## src/rtl/alu4_result_stage.sv

```systemverilog
// ============================================================================
// Module   : alu4_result_stage
// Purpose  : Assembles 4-bit ALU result beats into a word with flags and carry
//            feedback. Define ALU4_RS_SIGNEXT_EN to sign-extend unwritten
//            upper nibbles; otherwise they are zero-filled.
// Revision : 1.0 - initial release
// ============================================================================
`default_nettype none

module alu4_result_stage #(
  parameter int MAX_NIBBLES = 4
) (
  input  logic                     clk,
  input  logic                     rst_n,
  input  logic                     ena,
  input  logic                     in_valid,
  output logic                     in_ready,
  input  logic                     in_last,
  input  logic [3:0]               alu_out,
  input  logic                     alu_mc,
  input  logic                     alu_rc,
  input  logic                     alu_ov,
  input  logic                     alu_zero,
  input  logic                     abort,
  input  logic                     clr_carry,
  output logic                     mc_fb,
  output logic                     rc_fb,
  output logic                     out_valid,
  input  logic                     out_ready,
  output logic [4*MAX_NIBBLES-1:0] out_data,
  output logic [3:0]               out_count,
  output logic [3:0]               out_flags
);

  localparam logic [1:0] c_IDLE    = 2'd0;
  localparam logic [1:0] c_COLLECT = 2'd1;
  localparam logic [1:0] c_HOLD    = 2'd2;
  localparam logic [3:0] c_LAST    = 4'(MAX_NIBBLES - 1);

  logic [1:0]               r_state;
  logic [3:0]               r_cnt;
  logic [4*MAX_NIBBLES-1:0] r_data;
  logic                     r_mc;
  logic                     r_rc;
  logic                     r_ov;
  logic                     r_zacc;

  logic                     w_open;
  logic                     w_acc;
  logic                     w_final;
  logic [3:0]               w_fill;
  logic [4*MAX_NIBBLES-1:0] w_word;

  assign w_open   = ena && (r_state != c_HOLD);
  assign in_ready = w_open;
  // Abort takes priority over a beat presented in the same cycle.
  assign w_acc    = w_open && in_valid && !abort;
  assign w_final  = in_last || (r_cnt == c_LAST);

`ifdef ALU4_RS_SIGNEXT_EN
  assign w_fill = {4{alu_out[3]}};
`else
  assign w_fill = 4'h0;
`endif

  // A new word starts from a clean slate so stale nibbles never leak through.
  always_comb begin
    w_word = (r_state == c_IDLE) ? '0 : r_data;
    for (int i = 0; i < MAX_NIBBLES; i++) begin
      if (4'(i) == r_cnt) begin
        w_word[i*4 +: 4] = alu_out;
      end else if (4'(i) > r_cnt) begin
        w_word[i*4 +: 4] = w_fill;
      end
    end
  end

  always_ff @(posedge clk or negedge rst_n) begin
    if (!rst_n) begin
      r_state <= c_IDLE;
      r_cnt   <= 4'd0;
      r_data  <= '0;
      r_mc    <= 1'b0;
      r_rc    <= 1'b0;
      r_ov    <= 1'b0;
      r_zacc  <= 1'b0;
    end else if (ena) begin
      if (r_state == c_HOLD) begin
        if (out_ready) begin
          r_state <= c_IDLE;
          r_cnt   <= 4'd0;
        end
      end else if (abort) begin
        r_state <= c_IDLE;
        r_cnt   <= 4'd0;
      end else if (w_acc) begin
        r_data  <= w_word;
        r_cnt   <= r_cnt + 4'd1;
        r_ov    <= alu_ov;
        r_zacc  <= (r_state == c_IDLE) ? alu_zero : (r_zacc & alu_zero);
        r_state <= w_final ? c_HOLD : c_COLLECT;
      end

      // Carries persist across words for chaining; a beat's flags beat a clear.
      if (w_acc) begin
        r_mc <= alu_mc;
        r_rc <= alu_rc;
      end else if (clr_carry) begin
        r_mc <= 1'b0;
        r_rc <= 1'b0;
      end
    end
  end

  assign out_valid = (r_state == c_HOLD);
  assign out_data  = r_data;
  assign out_count = r_cnt;
  assign out_flags = {r_ov, r_zacc, r_rc, r_mc};
  assign mc_fb     = r_mc;
  assign rc_fb     = r_rc;

endmodule

`default_nettype wire

```

## config.mk

```make
export PLATFORM = sky130hd
export DESIGN_NAME = alu4_result_stage
export DESIGN_NICKNAME = d
export VERILOG_FILES = /design/src/rtl/alu4_result_stage.sv
export SDC_FILE = /design/constraint.sdc
export NUM_CORES = 1
export LEC_CHECK = 0
export CAP_MARGIN = 0
export CORE_MARGIN = 2
export CORE_UTILIZATION = 25
export DETAILED_ROUTE_END_ITERATION = 12
export PLACE_DENSITY = 0.49
export SLEW_MARGIN = 20
export SYNTH_ARGS = -nofsm -noshare
export SYNTH_HDL_FRONTEND = slang
export SYNTH_SLANG_ARGS = --single-unit
```

## constraint.sdc

```tcl
create_clock -name clk -period 1.4 [get_ports clk]
set_input_delay 0.28 -clock clk [delete_from_list [all_inputs] [get_ports clk]]
set_output_delay 0.28 -clock clk [all_outputs]
set_load 0.01 [all_outputs]
```

==> qor.yml <==
outcome:
  outcome: "completed"
timing:
  skew_ns: 0.00752
  finalHoldViolCount: 0
  slew_viol_final: 0
  setup_viol: 0
  min_period_ns: 1.40
  fin_crit_sh: 0.997
  max_slew_margin: 0.769
  worst_slew_pin_slew_ns: 0.346
  max_freq_ghz: 0.717
  rsz0062_at_grt: "yes"
final_layout:
  final_core_utilization: 0.425
  syn2layout_area_growth_pct: 67.1
  finalNonFillerCells: 228
  drive_above_1_share: 0.333
  final_net_count: 194
  nFillCells: 452
  insertedDiodeCount: 0
synthesis:
  syn_inst: 108
  syn_area_um2: 1190
  yosysSeqAreaShare: 0.549
  synth-main-ff-cell: "dfrtp_1"
  syn_nets: 127
  ys_seq_elements: 26
  yosys.area_share.simple: 0.146
  synth_top_family_by_area: "compound AO/OA/AOI/OAI gates"
  yosys.area_share.xor_xnor: 0
  async_reset_ff_frac: 1.00
  synth_area_leaders: "dfrtp_1, a22o_1, o21ai_0"
  synthMuxAreaShare: 0
  synthTopCellsByCount: "dfrtp_1, a22o_1, nand2_1"
  synth_edf_count: 0
  synthMostInstantiatedCell: "dfrtp_1"
  synth.top_cell.area_share: 0.549
  yosys.area.top_type: "dfrtp_1"
  syn_avg_cell_area_um2: 11.0
  synth_fa_ha_area_frac: 0.0316
  synth_compound_area_frac: 0.204
  yosysWarnings: 0
  synth_cell_types: 26
die:
  die_y_um: 72.9
  start_util: 0.254
  die-area_um2: 5310
  coreArea_um2: 4660
  fp-row-count: 25
  pin_count: 44
  fp.dieW_um: 72.9
setup_path:
  start_kind: "register"
  required_ns: 1.56
  criticalPathCategory: "reg -> reg"
  cp.arrival_ns: 1.55
  path_max_fanout: 5
  end_kind: "register"
clock_network:
  cts_hold_buffers: 0
  cts.path.max_buffers: 2
  clock_latency_ns: 0.27
  cts.clk_slew.worst_paths_ns: 0.09
  cts_buffers: 3
  cts_tree: "built"
  h-tree-depth: 1
  cts_sinks: 26
  clock_tree.root_cell: "clkbuf_8"
global_routing:
  grt_max_degree: 27
  track_usage: 0.135
  grt_pass1_vias: 1075
  grt_antenna_before_repair: 0
  grt_overflow: 0
  grt_first_pass_wirelength_mm: 5.46
placement:
  dp.cells: 212
  port_buffers: 43
  gp_congestion: 0.770
  dpl.hpwl_mm: 2.40
pwr:
  power_mw: 1.93
  power_leakage_nw: 0.977
  pwr_density_cell_nw_per_um2: 974
  peakVddDrop_mv: 0.386
drt:
  drt-pass1-iter-count: 4
  vias_per_cell: 4.86
  via_count: 1108
  ant_nets: 0
  wl_per_cell_um: 15.0
  drtIter0Drc: 49
  post-route-drc-count: 0
  totalWireLength_mm: 3.43
run:
  drv_cap: 0
hold_path:
  hp-class: "in -> async"
==> flip-flops by register name, indices dropped and copies added (netlist names) <==
name	count
r_state	2
mc_fb	1
out_count	4
rc_fb	1
out_data	16
r_ov	1
r_zacc	1
==> cells by family (layout without fill, tap and decap cells) <==
family,count (synthesis),after routing
buf+inv,14,79
compound gates,33,33
simple gates,32,33
flops,26,26
fa+ha+maj,3,3
==> worst max-delay path, stage by stage (launching register included) <==
cell and delay [ns]:
dfrtp_1 0.38, nor2b_4 0.14, buf_6 0.12, or3_4 0.38
a21oi_4 0.18, o21ai_1 0.08
==> stage by stage <==
| step | cell area (um2) | TNS (ns) | hold WS (ns) | setup WS, ns |
|---|---|---|---|---|
| after global routing | 1980 | -0.529 | 0.358 | -0.0520 |
| final | 1980 | 0 | 0.352 | 0.00438 |
| after CTS | 1900 | -0.152 | 0.351 | -0.0329 |
| after detailed placement | 1760 | -9.40 | 0.472 | -0.469 |
| after global placement | 1760 | -9.38 | 0.470 | -0.487 |
| after floorplan | 1200 | -0.322 | -0.0156 | -0.0575 |
==> layer usage <==
metal | wire length (um) | part of all wire | vias to the layer above | track usage
met2 | 1670 | 0.49 | 37 | 0.226
met1 | 1560 | 0.45 | 537 | 0.172
li1 | - | - | 530 | -
met5 | 0 | 0 | - | 0
met4 | 51 | 0.015 | 0 | 0.0617
met3 | 146 | 0.043 | 4 | 0.0193
==> power by group <==
group          switching [mW]  internal (mW)  total [mW]
Combinational           0.261          0.291       0.553
Sequential             0.0482          0.840       0.888
Clock                   0.239          0.251       0.491
Total                   0.549           1.38        1.93
==> timing repair <==
action	in CTS	in global routing
cloned	1	0
resized for setup	57	18
setup endpoints to repair	49	27
setup buffers	7	5
pin swaps	10	20
==> worst paths after layout <==
path                                        startpoint                        to  slack [ns]  cells past startpoint
worst max-delay path            r_state[1]$_DFFE_PN0P_   out_data[9]$_DFFE_PN0P_       0.004                      5
worst max register to register  r_state[1]$_DFFE_PN0P_   out_data[9]$_DFFE_PN0P_       0.004                      5
worst min-delay path                             rst_n  out_count[2]$_DFFE_PN0P_        0.35                      2
worst min register to register        r_ov$_DFFE_PN0P_          r_ov$_DFFE_PN0P_        0.49                      2
max in group asynchronous                        rst_n    r_state[0]$_DFFE_PN0P_        0.88                      2
min in group clk                      r_ov$_DFFE_PN0P_          r_ov$_DFFE_PN0P_        0.49                      2
==> cell usage in the layout, fill, tap and decap left out, drive strengths merged, types with 2 or more instances in the layout <==
master / count
or3: 2
a21oi: 2
dlygate4sd2: 29
nand4: 5
o31ai: 2
buf: 27
dfrtp: 26
inv: 7
nor2b: 2
clkdlybuf4s50: 12
nor3: 3
nand2: 14
clkbuf: 4
and3: 2
o21ai: 11
a22o: 14
nand3: 2
ha: 3
==> final cells by class <==
type | count | area (um2) | share of cell area
clock buffers | 4 | 55.1 | 0.0278
inverters | 7 | 26.3 | 0.0133
repair buffers | 68 | 599 | 0.302
flip-flops and latches | 26 | 653 | 0.330
multi-input cells | 69 | 581 | 0.293
well taps | 54 | 67.6 | 0.0341
No activity file was read; power rests on OpenSTA's default activity.
